===== src/rtl/bpred_ctrl_if.sv =====
// Fetch/execute handshake and BHT port bundle for bpred_ctrl.
// The slave modport is the controller side; master is the fetch/execute/BHT environment.
interface bpred_ctrl_if #(
    parameter int PC_W = 32,
    parameter int ADW  = 6
);
    logic            o_ready;
    logic            i_lkp_valid;
    logic [PC_W-1:0] i_lkp_pc;
    logic            o_pred_valid;
    logic            o_pred_taken;
    logic [PC_W-1:0] o_pred_pc;
    logic            i_res_valid;
    logic [PC_W-1:0] i_res_pc;
    logic            i_res_taken;
    logic            o_bht_rden0;
    logic [ADW-1:0]  o_bht_raddr0;
    logic [1:0]      i_bht_rdata0;
    logic            o_bht_rden1;
    logic [ADW-1:0]  o_bht_raddr1;
    logic [1:0]      i_bht_rdata1;
    logic            o_bht_wren;
    logic [ADW-1:0]  o_bht_waddr;
    logic [1:0]      o_bht_wdata;

    modport slave (
        output o_ready,
        input  i_lkp_valid, i_lkp_pc,
        output o_pred_valid, o_pred_taken, o_pred_pc,
        input  i_res_valid, i_res_pc, i_res_taken,
        output o_bht_rden0, o_bht_raddr0,
        input  i_bht_rdata0,
        output o_bht_rden1, o_bht_raddr1,
        input  i_bht_rdata1,
        output o_bht_wren, o_bht_waddr, o_bht_wdata
    );

    modport master (
        input  o_ready,
        output i_lkp_valid, i_lkp_pc,
        input  o_pred_valid, o_pred_taken, o_pred_pc,
        output i_res_valid, i_res_pc, i_res_taken,
        input  o_bht_rden0, o_bht_raddr0,
        output i_bht_rdata0,
        input  o_bht_rden1, o_bht_raddr1,
        output i_bht_rdata1,
        input  o_bht_wren, o_bht_waddr, o_bht_wdata
    );
endinterface


===== src/rtl/bpred_ctrl.sv =====
// Branch predictor controller: 2-bit BHT lookups and forwarded saturating-counter updates.
// Define BPRED_INIT_EN to compile in the post-reset table sweep that writes RSTVAL to every entry.
module bpred_ctrl #(
    parameter int         DPT    = 64,
    parameter int         PC_W   = 32,
    parameter logic [1:0] RSTVAL = 2'b10
) (
    input  logic         clk,
    input  logic         areset,
    bpred_ctrl_if.slave  bus
);
    localparam int ADW = $clog2(DPT);

    function automatic logic [1:0] sat_step(input logic [1:0] cnt, input logic up);
        if (up)
            return (cnt == 2'b11) ? cnt : cnt + 2'b01;
        else
            return (cnt == 2'b00) ? cnt : cnt - 2'b01;
    endfunction

    logic            ready_q;
    logic            sw_wren;
    logic [ADW-1:0]  sw_addr;

    logic [ADW-1:0]  lkp_idx, res_idx;
    logic            lkp_acc, res_acc;

    logic            pred_vld_q;
    logic [PC_W-1:0] pred_pc_q;

    logic            u_vld_q, u_tkn_q;
    logic [ADW-1:0]  u_idx_q;
    logic            lw_vld_q;
    logic [ADW-1:0]  lw_addr_q;
    logic [1:0]      lw_data_q;

    logic            fwd_hit;
    logic [1:0]      u_base, u_new_d;
    logic            wren;
    logic [ADW-1:0]  waddr;
    logic [1:0]      wdata;

    logic            unused_pc_bits;
    assign unused_pc_bits = ^{bus.i_res_pc[PC_W-1:ADW+2], bus.i_res_pc[1:0], bus.i_bht_rdata0[0]};

`ifdef BPRED_INIT_EN
    typedef enum logic {S_INIT, S_RUN} state_t;
    state_t          state_q;
    logic            sw_wren_q;
    logic [ADW-1:0]  sw_addr_q;

    // Sweep walks 0..2**ADW-1 one entry per cycle, then enters RUN for good.
    always_ff @(posedge clk or posedge areset) begin
        if (areset) begin
            state_q   <= S_INIT;
            sw_wren_q <= 1'b0;
            sw_addr_q <= '0;
            ready_q   <= 1'b0;
        end else begin
            case (state_q)
                S_INIT: begin
                    if (!sw_wren_q) begin
                        sw_wren_q <= 1'b1;
                    end else if (sw_addr_q == '1) begin
                        state_q   <= S_RUN;
                        sw_wren_q <= 1'b0;
                        ready_q   <= 1'b1;
                    end else begin
                        sw_addr_q <= sw_addr_q + ADW'(1);
                    end
                end
                default: ready_q <= 1'b1;
            endcase
        end
    end

    assign sw_wren = sw_wren_q;
    assign sw_addr = sw_addr_q;
`else
    always_ff @(posedge clk or posedge areset) begin
        if (areset) ready_q <= 1'b0;
        else        ready_q <= 1'b1;
    end

    assign sw_wren = 1'b0;
    assign sw_addr = '0;
`endif

    assign lkp_idx = bus.i_lkp_pc[ADW+1:2];
    assign res_idx = bus.i_res_pc[ADW+1:2];
    assign lkp_acc = bus.i_lkp_valid & ready_q;
    assign res_acc = bus.i_res_valid & ready_q;

    assign bus.o_ready      = ready_q;
    assign bus.o_bht_rden0  = lkp_acc;
    assign bus.o_bht_raddr0 = lkp_acc ? lkp_idx : '0;
    assign bus.o_bht_rden1  = res_acc;
    assign bus.o_bht_raddr1 = res_acc ? res_idx : '0;

    // Lookup stage: BHT read data lands alongside the registered PC.
    always_ff @(posedge clk or posedge areset) begin
        if (areset) begin
            pred_vld_q <= 1'b0;
            pred_pc_q  <= '0;
        end else begin
            pred_vld_q <= lkp_acc;
            if (lkp_acc) pred_pc_q <= bus.i_lkp_pc;
        end
    end

    assign bus.o_pred_valid = pred_vld_q;
    assign bus.o_pred_taken = pred_vld_q & bus.i_bht_rdata0[1];
    assign bus.o_pred_pc    = pred_pc_q;

    // Stage R -> U boundary; the read issued in R returns during U.
    always_ff @(posedge clk or posedge areset) begin
        if (areset) begin
            u_vld_q <= 1'b0;
            u_tkn_q <= 1'b0;
            u_idx_q <= '0;
        end else begin
            u_vld_q <= res_acc;
            u_tkn_q <= bus.i_res_taken;
            u_idx_q <= res_idx;
        end
    end

    // The RAM read in R missed a same-index write committed at that edge; take it from last-write.
    assign fwd_hit = lw_vld_q && (lw_addr_q == u_idx_q);
    assign u_base  = fwd_hit ? lw_data_q : bus.i_bht_rdata1;
    assign u_new_d = sat_step(u_base, u_tkn_q);

    assign wren  = sw_wren | u_vld_q;
    assign waddr = sw_wren ? sw_addr : u_idx_q;
    assign wdata = sw_wren ? RSTVAL : u_new_d;

    assign bus.o_bht_wren  = wren;
    assign bus.o_bht_waddr = wren ? waddr : '0;
    assign bus.o_bht_wdata = wren ? wdata : 2'b00;

    always_ff @(posedge clk or posedge areset) begin
        if (areset) begin
            lw_vld_q  <= 1'b0;
            lw_addr_q <= '0;
            lw_data_q <= 2'b00;
        end else begin
            lw_vld_q  <= wren;
            lw_addr_q <= waddr;
            lw_data_q <= wdata;
        end
    end
endmodule


===== src/flat_wrapper.sv =====
// flat-port wrapper written by rule: the top's interface ports become plain ports
module bpred_ctrl_flat 
#(
    parameter int         DPT    = 64,
    parameter int         PC_W   = 32,
    parameter logic [1:0] RSTVAL = 2'b10
)
  (clk, areset, bus_o_ready, bus_i_lkp_valid, bus_i_lkp_pc, bus_o_pred_valid, bus_o_pred_taken, bus_o_pred_pc, bus_i_res_valid, bus_i_res_pc, bus_i_res_taken, bus_o_bht_rden0, bus_o_bht_raddr0, bus_i_bht_rdata0, bus_o_bht_rden1, bus_o_bht_raddr1, bus_i_bht_rdata1, bus_o_bht_wren, bus_o_bht_waddr, bus_o_bht_wdata);
  bpred_ctrl_if #(.PC_W(PC_W), .ADW(6)) bus_i ();
  input  logic clk;
  input  logic areset;
  output wire logic [$bits(bus_i.o_ready)-1:0] bus_o_ready;
  input wire logic [$bits(bus_i.i_lkp_valid)-1:0] bus_i_lkp_valid;
  input wire logic [$bits(bus_i.i_lkp_pc)-1:0] bus_i_lkp_pc;
  output wire logic [$bits(bus_i.o_pred_valid)-1:0] bus_o_pred_valid;
  output wire logic [$bits(bus_i.o_pred_taken)-1:0] bus_o_pred_taken;
  output wire logic [$bits(bus_i.o_pred_pc)-1:0] bus_o_pred_pc;
  input wire logic [$bits(bus_i.i_res_valid)-1:0] bus_i_res_valid;
  input wire logic [$bits(bus_i.i_res_pc)-1:0] bus_i_res_pc;
  input wire logic [$bits(bus_i.i_res_taken)-1:0] bus_i_res_taken;
  output wire logic [$bits(bus_i.o_bht_rden0)-1:0] bus_o_bht_rden0;
  output wire logic [$bits(bus_i.o_bht_raddr0)-1:0] bus_o_bht_raddr0;
  input wire logic [$bits(bus_i.i_bht_rdata0)-1:0] bus_i_bht_rdata0;
  output wire logic [$bits(bus_i.o_bht_rden1)-1:0] bus_o_bht_rden1;
  output wire logic [$bits(bus_i.o_bht_raddr1)-1:0] bus_o_bht_raddr1;
  input wire logic [$bits(bus_i.i_bht_rdata1)-1:0] bus_i_bht_rdata1;
  output wire logic [$bits(bus_i.o_bht_wren)-1:0] bus_o_bht_wren;
  output wire logic [$bits(bus_i.o_bht_waddr)-1:0] bus_o_bht_waddr;
  output wire logic [$bits(bus_i.o_bht_wdata)-1:0] bus_o_bht_wdata;
  assign bus_o_ready = bus_i.o_ready;
  assign bus_i.i_lkp_valid = bus_i_lkp_valid;
  assign bus_i.i_lkp_pc = bus_i_lkp_pc;
  assign bus_o_pred_valid = bus_i.o_pred_valid;
  assign bus_o_pred_taken = bus_i.o_pred_taken;
  assign bus_o_pred_pc = bus_i.o_pred_pc;
  assign bus_i.i_res_valid = bus_i_res_valid;
  assign bus_i.i_res_pc = bus_i_res_pc;
  assign bus_i.i_res_taken = bus_i_res_taken;
  assign bus_o_bht_rden0 = bus_i.o_bht_rden0;
  assign bus_o_bht_raddr0 = bus_i.o_bht_raddr0;
  assign bus_i.i_bht_rdata0 = bus_i_bht_rdata0;
  assign bus_o_bht_rden1 = bus_i.o_bht_rden1;
  assign bus_o_bht_raddr1 = bus_i.o_bht_raddr1;
  assign bus_i.i_bht_rdata1 = bus_i_bht_rdata1;
  assign bus_o_bht_wren = bus_i.o_bht_wren;
  assign bus_o_bht_waddr = bus_i.o_bht_waddr;
  assign bus_o_bht_wdata = bus_i.o_bht_wdata;
  bpred_ctrl #(.DPT(DPT), .PC_W(PC_W), .RSTVAL(RSTVAL)) u_core (.clk(clk), .areset(areset), .bus(bus_i));
endmodule

===== config.mk =====
export PLATFORM = sky130hd
export DESIGN_NAME = bpred_ctrl_flat
export DESIGN_NICKNAME = d
export VERILOG_FILES = /design/src/rtl/bpred_ctrl_if.sv /design/src/rtl/bpred_ctrl.sv /design/src/flat_wrapper.sv
export SDC_FILE = /design/constraint.sdc
export NUM_CORES = 1
export LEC_CHECK = 0
export ABC_CLOCK_PERIOD_IN_PS = 3650
export BUFFER_PORTS_ARGS = -buffer_cell sky130_fd_sc_hd__buf_2
export CORE_UTILIZATION = 44
export DETAILED_ROUTE_END_ITERATION = 8
export GPL_TIMING_DRIVEN = 0
export PLACE_DENSITY = 0.84
export SLEW_MARGIN = 40
export SYNTH_ARGS = -nofsm -noshare
export SYNTH_HDL_FRONTEND = slang
export SYNTH_SLANG_ARGS = --single-unit
export TNS_END_PERCENT = 100

===== constraint.sdc =====
create_clock -name clk -period 3.65 [get_ports clk]
set_clock_uncertainty 0.1 [all_clocks]
set_input_delay 0.1825 -clock clk [delete_from_list [all_inputs] [get_ports clk]]
set_output_delay 0.1825 -clock clk [all_outputs]
set_load 0.02 [all_outputs]

# Yosys cells after proc, flatten, opt, wreduce, memory -nomap -nowiden
# Cells that the tools add are included.
[word_totals]
register_bits = 51
in_bits = 73
out_inout_bits = 58
elab_cells = 26
[op_classes]
addsub = 2
n_eq_ne = 2
mux = 8
bitwise = 3
reduce_logical = 2
[op_table]
columns = ["cell", "n"]
rows = [
  ["two-way mux 6 bit", 3],
  ["two-way mux 2 bit", 5],
  ["equality test 6 bit", 1],
  ["AND 1 bit", 3],
  ["adder 2 x 1 -> 2 bit (second input constant)", 1],
  ["equality test 2 bit (second input constant)", 1],
  ["zero test 2 bit", 1],
  ["subtractor 2 x 1 -> 2 bit (second input constant)", 1],
  ["logical AND 1 bit", 1],
]

# Logic depth before layout (Yosys ltp)
# Gate-level depths: netlist of run 1.
[depth]
ltp_word = 7
ltp_mapped = 5

# Worst setup path before layout of run 1
# No wires, ideal clock.
[synth_timing]
path_kind = "reg-to-output"
startpoint = "reg u_core.u_idx_q[5]"
endpoint = "out bus_o_bht_wdata[0]"
arrival_ns = 1.664
slack_ns = 1.704
stages_incl_launch_ff = 6
path_cell_list = "dfrtp_1 -> xor2_1 -> nand4bb_1 -> nor2_1 -> mux2_4 -> o31ai_2"
[synth_via]
elab_chain_len = 7
word_cells_on_any_way = 11
classes_between = "add/sub: 2; eq/ne: 2; mux: 5; reduce/logical: 2"
[synth_rtl]
columns = ["item", "line", "source"]
rows = [
  ["start, declared", "bpred_ctrl.sv:32", "logic [ADW-1:0] u_idx_q;"],
  ["start signal, assigned", "bpred_ctrl.sv:124", "u_idx_q <= res_idx;"],
  ["equality test 6 bit *", "bpred_ctrl.sv:129", "assign fwd_hit = lw_vld_q && (lw_addr_q == u_idx_q);"],
  ["logical AND 1 bit *", "bpred_ctrl.sv:129", ""],
  ["two-way mux 2 bit *", "bpred_ctrl.sv:130", "assign u_base = fwd_hit ? lw_data_q : bus.i_bht_rdata1;"],
  ["subtractor 2 x 1 -> 2 bit (tied with other cells)", "bpred_ctrl.sv:18", "return (cnt == 2'b00) ? cnt : cnt - 2'b01;"],
  ["two-way mux 2 bit (on tied branches)", "bpred_ctrl.sv:18, bpred_ctrl.sv:16", ""],
  ["two-way mux 2 bit *", "bpred_ctrl.sv:15", "if (up)"],
  ["two-way mux 2 bit *", "bpred_ctrl.sv:139", "assign bus.o_bht_wdata = wren ? wdata : 2'b00;"],
  ["end, declared", "flat_wrapper.sv:29", "output wire logic [$bits(bus_i.o_bht_wdata)-1:0] bus_o_bht_wdata;"],
]
# Mark *: on every way between the ends. The rest lies on a longest branch, timed or not.

# Final worst setup path of run 1
[layout_timing]
startpoint = "reg u_core.u_idx_q[0]"
endpoint = "out bus_o_bht_wdata[0]"
# Same word-level chain as after synthesis.

==> results of run 1 <==
worst max-delay path: cells and delay by family (launching register included):
kind | cells | cell delay [ps]
buffers and inverters | 1 | 190
multiplexers | 1 | 340
AO/OA/AOI/OAI | 1 | 200
XOR/XNOR | 1 | 200
AND/OR/NAND/NOR | 2 | 410
flip-flops | 1 | 420
cell usage after synthesis:
library cell / count / area, um^2
and3_1: 12 / 75.07
nand3_1: 2 / 10.01
o31ai_2: 2 / 25.02
nand2_1: 1 / 3.750
and2_1: 8 / 50.05
mux2i_1: 1 / 10.01
o21ai_0: 2 / 10.01
inv_2: 1 / 3.750
conb_1: 1 / 3.750
mux2_4: 1 / 15.01
mux2_2: 26 / 292.8
a21o_1: 6 / 45.04
nor3_2: 1 / 10.01
nor4_2: 1 / 12.51
xor2_1: 2 / 17.52
o211ai_1: 1 / 7.510
nor2_1: 1 / 3.750
o21ai_1: 1 / 5.000
inv_1: 2 / 7.510
dfrtp_1: 51 / 1276
o21a_1: 1 / 7.510
nand4bb_1: 1 / 11.26
clkbuf_1: 1 / 3.750
xnor2_1: 4 / 35.03
buf_2: 2 / 10.01
what timing repair did:
item / 4_1_cts / 5_1_grt
hold buffers: 8 / 0
gates resized for setup: 0 / 0
buffers inserted: 0 / 0
endpoints found under the hold margin: 29 / 0
registers in the layout (all words and copies together), names as in the netlist:
signal / cells
u_core.bus.o_pred_pc: 32
u_core.lw_addr_q: 6
u_core.u_idx_q: 6
u_core.lw_data_q: 2
u_core.bus.o_bht_wren: 1
u_core.bus.o_pred_valid: 1
u_core.bus.o_ready: 1
u_core.lw_vld_q: 1
u_core.u_tkn_q: 1
final cells by class:
class                           instances  area [um^2]  share of cell area (%)
Sequential cell                        51         1276                   47.03
Multi-Input combinational cell         75        650.6                   23.97
Timing Repair Buffer                  112        615.6                   22.68
Clock buffer                            7        76.32                   2.812
Tap cell                               50        62.56                   2.305
Buffer                                  3        13.76                  0.5071
Inverter                                3        13.76                  0.5071
Clock inverter                          1        5.005                  0.1844
worst min path at each step:
stage | startpoint | end | slack [ps]
6_report | bus_i_lkp_pc[24] | u_core.bus.o_pred_pc[24]$_DFFE_PP0P_ | 20
3_5_place_dp | areset | u_core.lw_data_q[0]$_DFF_PP0_ | 60
2_1_floorplan | bus_i_res_pc[2] | u_core.u_idx_q[0]$_DFF_PP0_ | 110
3_3_place_gp | bus_i_res_taken | u_core.u_tkn_q$_DFF_PP0_ | 200
4_1_cts | bus_i_lkp_pc[24] | u_core.bus.o_pred_pc[24]$_DFFE_PP0P_ | 4
5_1_grt | bus_i_lkp_pc[14] | u_core.bus.o_pred_pc[14]$_DFFE_PP0P_ | 5
kinds of logic after synthesis:
| family | Yosys count | share of synthesized area [%] |
|---|---|---|
| DFF | 51 | 65.38 |
| and+or+nand+nor | 27 | 9.038 |
| buffers and inverters | 6 | 1.282 |
| xor gates and xnor gates | 6 | 2.692 |
| AOI/OAI and AO/OA | 13 | 5.128 |
| muxes | 28 | 16.28 |
| other | 1 | 0.1921 |
metal layers:
metal	GRT usage [%]	vias to the layer above
met5	0	-
met4	7.031	0
met3	4.276	4
met2	36.15	49
met1	19.76	716
li1	-	694
through the flow:
step / std cells / utilization (%)
detailed placement: 286 / 62.02
floorplan: 132 / -
global route: 302 / 65.95
global placement: 285 / 61.48
CTS: 302 / 65.95
finish: 302 / 65.95
power breakdown:
part           leakage (nW)  internal (mW)  switching [mW]
clock network        0.0422          0.135           0.163
logic                 0.794          0.121           0.159
registers             0.604          0.627          0.0330
cell usage in the layout, fill, tap and decap left out, drive strengths merged:
cell	Yosys	layout
a21o	6	6
and2	8	8
and3	12	12
buf	2	106
clkbuf	1	8
clkinv	0	1
conb	1	1
dfrtp	51	51
dlygate4sd3	0	8
inv	3	3
mux2	27	27
mux2i	1	1
nand2	1	1
nand3	2	2
nand4bb	1	1
nor2	1	1
nor3	1	1
nor4	1	1
o211ai	1	1
o21a	1	1
o21ai	3	3
o31ai	2	2
xnor2	4	4
xor2	2	2
==> flow_summary.json, run 1 <==
{
  "grt_remaining_overflow": 0,
  "n_antenna_cell": 0,
  "n_fill_cell": 314,
  "clk-insertion-delay-late_ps": 290,
  "cts_buffers": 5,
  "port_buffers": 103,
  "synthesis.instances": 132,
  "drtIter0Drc": 29,
  "netlist_area_um2": 1952,
  "grt_max_degree": 30,
  "rows": 23,
  "startpoint_type": "flop",
  "crit_slowest_cell": "dfrtp_1",
  "drc": 0,
  "maxCapViolCount": 0,
  "synth.distinct_cells": 25,
  "grt_pass1_wl_um": 6389,
  "drive_gt1_share_pct": 57.54,
  "synth_seq_cells": 51,
  "final_cell_area_um2": 2714,
  "clkSinkCount": 51,
  "totalWireLength_um": 4129,
  "track_usage_pct": 18.87,
  "synth_fp_nets": 205,
  "outcome": "complete, no violations",
  "drt_pass1_iterations": 2,
  "wl_met2_um": 2304,
  "cts_tree": "done",
  "critPathMaxStageDelay_ps": 420,
  "placed_area_um2": 2552,
  "worst_ep_required_time_ps": 3370,
  "crit_chain": "xnor2_1 > nand3_1 > nor2_1 > mux2_4 > o31ai_2 > buf_2",
  "max_clock_freq_mhz": 428.7,
  "postSynthAreaPerCell_um2": 14.79,
  "p_leak_nw": 1.440,
  "fin_tns_setup_ps": 0,
  "finish.net_count": 324,
  "cts_buffer_depth": 2,
  "first_global_vias": 1505,
  "slew_violations": 0,
  "path_max_fanout": 3,
  "dieWidth_um": 68.61,
  "top_layer": "met4",
  "cts_max_level": 2,
  "fp.coreArea_um2": 4115,
  "m1WireLength_um": 1582,
  "worstPathArrival_ps": 2050,
  "fin_ws_ps": 1318,
  "min_path_cells": 2,
  "rsz0062_at_grt": "false",
  "syn_to_final_growth_pct": 39.04,
  "r2r-start": "u_core.u_idx_q[0]$_DFF_PP0_",
  "whs_ps": 18.97,
  "path_clk_slew_ps": 80,
  "preCtsSetupSlack_ps": 1622,
  "gp_congestion": 0.7138,
  "fin_crit_sh_pct": 63.90,
  "wl_per_cell_um": 13.67,
  "antenna_found_initial": 0,
  "criticalPathCategory": "reg -> out",
  "r2r_end": "u_core.lw_data_q[1]$_DFF_PP0_",
  "crit_path_end_kind": "output pin",
  "hpwl_um": 3165,
  "p_total_mw": 1.237,
  "setup_viol": 0,
  "hold_viol": 0,
  "power_density_nw_per_um2": 455.9,
  "yosysSeqAreaShare_pct": 65.38,
  "die_h_um": 68.61,
  "avgViaCountPerCell": 4.844,
  "r2r_cells": 5,
  "hold_class": "in -> reg",
  "die_area_um2": 4707,
  "cts_root_buffer": "clkbuf_8",
  "ir_drop_mv": 0.2866,
  "vias": 1463,
  "yosys_warnings": 0,
  "reg2reg_slack_ps": 1940,
  "ioPinCount": 131,
  "cp-endpoint": "bus_o_bht_wdata[0]",
  "met3WireLength_um": 201,
  "critPathLaunch": "u_core.u_idx_q[0]$_DFF_PP0_",
  "period_needed_ps": 2332,
  "antenna_left": 0,
  "start_util_pct": 47.43
}
Note: power is estimated with default switching activity, not from simulation.
==> inputs of run 2 (changes only) <==
--- a/config.mk
+++ b/config.mk
@@ -5,12 +5,12 @@
 export SDC_FILE = /design/constraint.sdc
 export NUM_CORES = 1
 export LEC_CHECK = 0
-export ABC_CLOCK_PERIOD_IN_PS = 3650
+export ABC_CLOCK_PERIOD_IN_PS = 2400
 export BUFFER_PORTS_ARGS = -buffer_cell sky130_fd_sc_hd__buf_2
-export CORE_UTILIZATION = 44
+export CORE_UTILIZATION = 41
 export DETAILED_ROUTE_END_ITERATION = 8
 export GPL_TIMING_DRIVEN = 0
-export PLACE_DENSITY = 0.84
+export PLACE_DENSITY = 0.79
 export SLEW_MARGIN = 40
 export SYNTH_ARGS = -nofsm -noshare
 export SYNTH_HDL_FRONTEND = slang
==> constraint.sdc (replaced) <==
create_clock -name clk -period 2.4 [get_ports clk]
set_clock_uncertainty 0.1 [all_clocks]
set_input_delay 0.12 -clock clk [delete_from_list [all_inputs] [get_ports clk]]
set_output_delay 0.12 -clock clk [all_outputs]
set_load 0.02 [all_outputs]
==> run 2 against run 1 <==
Effect of this change: setup slack worse by 1200 ps; clock power up 58%; first-iteration DRC count up 140%; register-to-register slack worse by 1300 ps; count of clock-buffer cells in the layout down 1; critical path type unchanged; combinational power up 64%; largest cell class unchanged; die area up 7.1%; cell area up 10%; sequential power up 52%.
==> flow_summary.json, run 2 (synthesis results as in run 1) <==
{
  "syn_to_final_growth_pct": 53.27,
  "preCtsSetupSlack_ps": 403.4,
  "slew_violations": 0,
  "crit_slowest_cell": "dfrtp_1",
  "first_global_vias": 1584,
  "antenna_left": 0,
  "cts_setup_buffers": 0,
  "max_clock_freq_mhz": 438.4,
  "rsz0062_at_grt": "false",
  "cts_tree": "done",
  "avgViaCountPerCell": 4.773,
  "totalWireLength_um": 4501,
  "ir_drop_mv": 0.4516,
  "grt_max_degree": 28,
  "antenna_found_initial": 0,
  "wl_per_cell_um": 13.64,
  "path_max_fanout": 3,
  "worstPathArrival_ps": 2060,
  "met3WireLength_um": 332,
  "drive_gt1_share_pct": 52.88,
  "cts_buffers": 5,
  "worst_ep_required_time_ps": 2180,
  "ioPinCount": 131,
  "cts_root_buffer": "clkbuf_8",
  "wl_met2_um": 2309,
  "period_needed_ps": 2281,
  "grt_pass1_wl_um": 7176,
  "crit_chain": "xor2_1 > nand4bb_1 > nor2_2 > mux2_4 > o31ai_2 > buf_2",
  "p_leak_nw": 1.551,
  "hold_viol": 0,
  "fin_tns_setup_ps": 0,
  "setup_viol": 0,
  "cts_max_level": 2,
  "startpoint_type": "flop",
  "drt_pass1_iterations": 6,
  "vias": 1575,
  "die_area_um2": 5040,
  "hold_class": "in -> reg",
  "p_total_mw": 1.932,
  "outcome": "complete, no violations",
  "clkSinkCount": 51,
  "rows": 24,
  "finish.net_count": 350,
  "critPathMaxStageDelay_ps": 420,
  "power_density_nw_per_um2": 645.8,
  "drtIter0Drc": 70,
  "port_buffers": 103,
  "final_common_cell": "buf_2",
  "criticalPathCategory": "reg -> out",
  "top_layer": "met4",
  "fp.coreArea_um2": 4474,
  "final_cell_mix": "105 x buf_2, 51 x dfrtp_1, 34 x dlygate4sd3_1",
  "m1WireLength_um": 1835,
  "largest_reg_flops": 32,
  "start_util_pct": 43.62,
  "track_usage_pct": 18.46,
  "n_antenna_cell": 0,
  "clk-insertion-delay-late_ps": 290,
  "drc": 0,
  "grt_remaining_overflow": 0,
  "maxCapViolCount": 0,
  "path_clk_slew_ps": 90,
  "die_h_um": 71.00,
  "crit_path_end_kind": "output pin",
  "gp_congestion": 0.7004,
  "dieWidth_um": 71.00,
  "fin_ws_ps": 119.1,
  "cts_buffer_depth": 2,
  "fin_crit_sh_pct": 95.04,
  "hpwl_um": 2946
}
-- run 2: cell count changes in the layout (fill, tap and decap cells not counted) --
| cell | delta |
|---|---|
| nor2_2 | +1 |
| nor2_1 | -1 |
| clkbuf_1 | -1 |
| nor4_2 | -1 |
| clkinvlp_4 | +1 |
| dlygate4sd3_1 | +26 |
| nor4_4 | +1 |
-- run 2: final timing paths --
check                                            start                                   end  slack (ps)  depth (start not counted)
max reg2reg                u_core.u_idx_q[5]$_DFF_PP0_         u_core.lw_data_q[1]$_DFF_PP0_         630                          5
min in group asynchronous                       areset           u_core.u_idx_q[5]$_DFF_PP0_         250                          3
max                        u_core.u_idx_q[5]$_DFF_PP0_                    bus_o_bht_wdata[0]         120                          6
max in group asynchronous                       areset  u_core.bus.o_pred_pc[15]$_DFFE_PP0P_        1510                          4
min reg2reg                u_core.u_idx_q[0]$_DFF_PP0_         u_core.lw_addr_q[0]$_DFF_PP0_         320                          0
min                                    bus_i_res_valid       u_core.bus.o_bht_wren$_DFF_PP0_          40                          2
-- run 2: cell type report --
class	instances	area [um^2]
Clock inverter	2	12.51
Timing Repair Buffer	138	875.8
Sequential cell	51	1276
Tap cell	52	65.06
Multi-Input combinational cell	75	661.9
Fill cell	337	1483
Clock buffer	6	72.57
Inverter	3	13.76
Buffer	3	13.76
-- run 2: metrics by stage --
step	area (um^2)	hold slack (ps)	std cells	utilization (%)
global placement	2532	136.4	287	56.60
CTS	2980	10.46	330	66.61
floorplan	1952	51.43	132	-
global route	2992	22.91	330	66.86
detailed placement	2555	17.85	288	57.10
finish	2992	39.73	330	66.86
-- run 2: critical path, delay by kind of cell (launching register included) --
kind                   cells  cell delay, ps
AO/OA/AOI/OAI              1             200
XOR/XNOR                   1             210
buffers and inverters      1             190
flip-flops                 1             420
multiplexers               1             330
AND/OR/NAND/NOR            2             420
-- run 2: power breakdown --
| part | total, mW | switching (mW) | internal (mW) | leakage (nW) |
|---|---|---|---|---|
| Clock | 0.469 | 0.264 | 0.204 | 0.0412 |
| Sequential | 1.00 | 0.0500 | 0.953 | 0.604 |
| Combinational | 0.460 | 0.248 | 0.212 | 0.906 |
| Total | 1.93 | 0.563 | 1.37 | 1.55 |
-- run 2: metal layers --
| layer | vias up | global-route usage, % |
|---|---|---|
| met4 | 0 | 5.111 |
| met5 | - | 0 |
| met2 | 64 | 31.41 |
| met1 | 758 | 22.42 |
| met3 | 2 | 6.410 |
| li1 | 751 | - |
-- run 2: what timing repair did --
action                                  CTS  global route
hold endpoints to repair                 57             0
endpoints found under the setup margin    0             1
resized for setup                         0             2
hold buffers                             34             0
==> inputs of run 3 (changes only) <==
--- a/config.mk
+++ b/config.mk
@@ -10,7 +10,8 @@
 export CORE_UTILIZATION = 41
 export DETAILED_ROUTE_END_ITERATION = 8
 export GPL_TIMING_DRIVEN = 0
-export PLACE_DENSITY = 0.79
+export PLACE_DENSITY = 0.9
+export SETUP_SLACK_MARGIN = 0.4
 export SLEW_MARGIN = 40
 export SYNTH_ARGS = -nofsm -noshare
 export SYNTH_HDL_FRONTEND = slang
==> run 3 against run 2 <==
Effect of this change: global-route usage grew 3.4 points; count of clock-buffer cells in the layout is 1 lower; critical endpoint unchanged; non-clock buffer count grew 9; final cell count increased by 2.7%; cell area is 5.0% higher; first-iteration DRC count up 31%; sequential power hardly changed; die area stayed put; utilization grew 3.4 points; via count rose by 5.7%; largest cell class unchanged; the flow now finishes with violations (design-rule violations).
==> flow_summary.json, run 3 (synthesis results as in run 1) <==
{
  "outcome": "finished, violations left",
  "violations": "design-rule violations",
  "die_h_um": 71.00,
  "rsz0062_at_grt": "true",
  "drtIter0Drc": 92,
  "final_common_cell": "buf_2",
  "cts_buffer_depth": 2,
  "avgViaCountPerCell": 4.909,
  "ir_drop_mv": 0.4497,
  "first_global_vias": 1786,
  "fin_crit_sh_pct": 95.01,
  "fp.coreArea_um2": 4474,
  "final_cell_mix": "103 x buf_2, 51 x dfrtp_1, 34 x dlygate4sd3_1",
  "syn_to_final_growth_pct": 60.96,
  "period_needed_ps": 2280,
  "worstPathArrival_ps": 2060,
  "path_max_fanout": 4,
  "grt_pass1_wl_um": 8245,
  "cts_tree": "done",
  "gp_congestion": 0.7012,
  "cts_max_level": 2,
  "p_leak_nw": 1.631,
  "antenna_found_initial": 0,
  "drive_gt1_share_pct": 57.49,
  "grt_remaining_overflow": 0,
  "finish.net_count": 359,
  "max_clock_freq_mhz": 438.5,
  "dieWidth_um": 71.00,
  "hold_class": "in -> reg",
  "hpwl_um": 3049,
  "drc": 6,
  "drt_pass1_iterations": 6,
  "track_usage_pct": 21.88,
  "fin_tns_setup_ps": 0,
  "hold_viol": 0,
  "vias": 1664,
  "maxCapViolCount": 0,
  "die_area_um2": 5040,
  "antenna_left": 0,
  "worst_ep_required_time_ps": 2180,
  "rows": 24,
  "startpoint_type": "flop",
  "power_density_nw_per_um2": 629.7,
  "fin_cells": 339,
  "cts_buffers": 5,
  "grt_max_degree": 28,
  "clkSinkCount": 51,
  "ioPinCount": 131,
  "wl_per_cell_um": 16.25,
  "criticalPathCategory": "reg -> out",
  "port_buffers": 103,
  "path_clk_slew_ps": 90,
  "clk-insertion-delay-late_ps": 300,
  "cts_root_buffer": "clkbuf_8",
  "crit_path_end_kind": "output pin",
  "place_inst": 288,
  "slew_violations": 0,
  "largest_reg_flops": 32,
  "totalWireLength_um": 5508,
  "setup_viol": 0,
  "start_util_pct": 43.62,
  "n_antenna_cell": 0
}
-- run 3: cell type report --
class                   count  area (um^2)
flip-flops and latches     51         1276
multi-input cells          75        733.2
well taps                  52        65.06
inverters                   3        13.76
repair buffers            147        955.9
plain buffers               3        13.76
clock inverters             3        15.01
fillers                   299         1333
clock buffers               5        68.82
-- run 3: final timing paths --
path                       depth (start not counted)  slack [ps]                                   to                         from
setup / recovery                                   6         120                   bus_o_bht_wdata[0]  u_core.u_idx_q[4]$_DFF_PP0_
hold / removal                                     2          40      u_core.bus.o_bht_wren$_DFF_PP0_              bus_i_res_valid
setup reg to reg                                   6         430        u_core.lw_data_q[0]$_DFF_PP0_  u_core.u_idx_q[4]$_DFF_PP0_
hold reg to reg                                    0         350        u_core.lw_addr_q[1]$_DFF_PP0_  u_core.u_idx_q[1]$_DFF_PP0_
max in group asynchronous                          4        1510  u_core.bus.o_pred_pc[2]$_DFFE_PP0P_                       areset
min in group asynchronous                          3         250        u_core.lw_addr_q[1]$_DFF_PP0_                       areset
-- run 3: repair_timing --
action,CTS,global route
buffers inserted,5,4
pin swaps,7,9
gates resized for setup,10,7
setup endpoints to repair,2,2
endpoints found under the hold margin,84,0
hold buffers,34,0
-- run 3: critical path, stage by stage (launching register included) --
cell and delay (ps):
dfrtp_1 430, xor2_2 190, nand4bb_1 240, o21a_2 290, nor3_4 350, o31ai_4 120, buf_6 140
-- run 3: stage by stage --
stage / power (mW) / util (%) / setup slack (ps) / cell area [um^2] / hold WS [ps]
detailed placement: 1.440 / 57.10 / 387.1 / 2555 / 11.69
global route: 2.072 / 70.22 / 57.94 / 3142 / 38.81
floorplan: 1.268 / - / 516.1 / 1952 / 51.43
global placement: 1.417 / 56.60 / 382.6 / 2532 / 132.1
CTS: 1.980 / 68.65 / 169.8 / 3072 / 4.113
finish: 1.978 / 70.22 / 119.7 / 3142 / 41.79
-- run 3: routing by layer --
layer / vias up / wire length [um] / global-route usage (%)
met3: 13 / 235 / 4.416
met4: 0 / 136 / 11.11
met2: 70 / 3062 / 41.77
met5: - / 0 / 0
met1: 819 / 2074 / 22.50
li1: 762 / - / -
-- run 3: power breakdown --
group	internal, mW	leakage (nW)	switching [mW]
combinational	0.231	0.979	0.269
clock	0.200	0.0477	0.270
sequential	0.953	0.604	0.0548
total	1.38	1.63	0.594
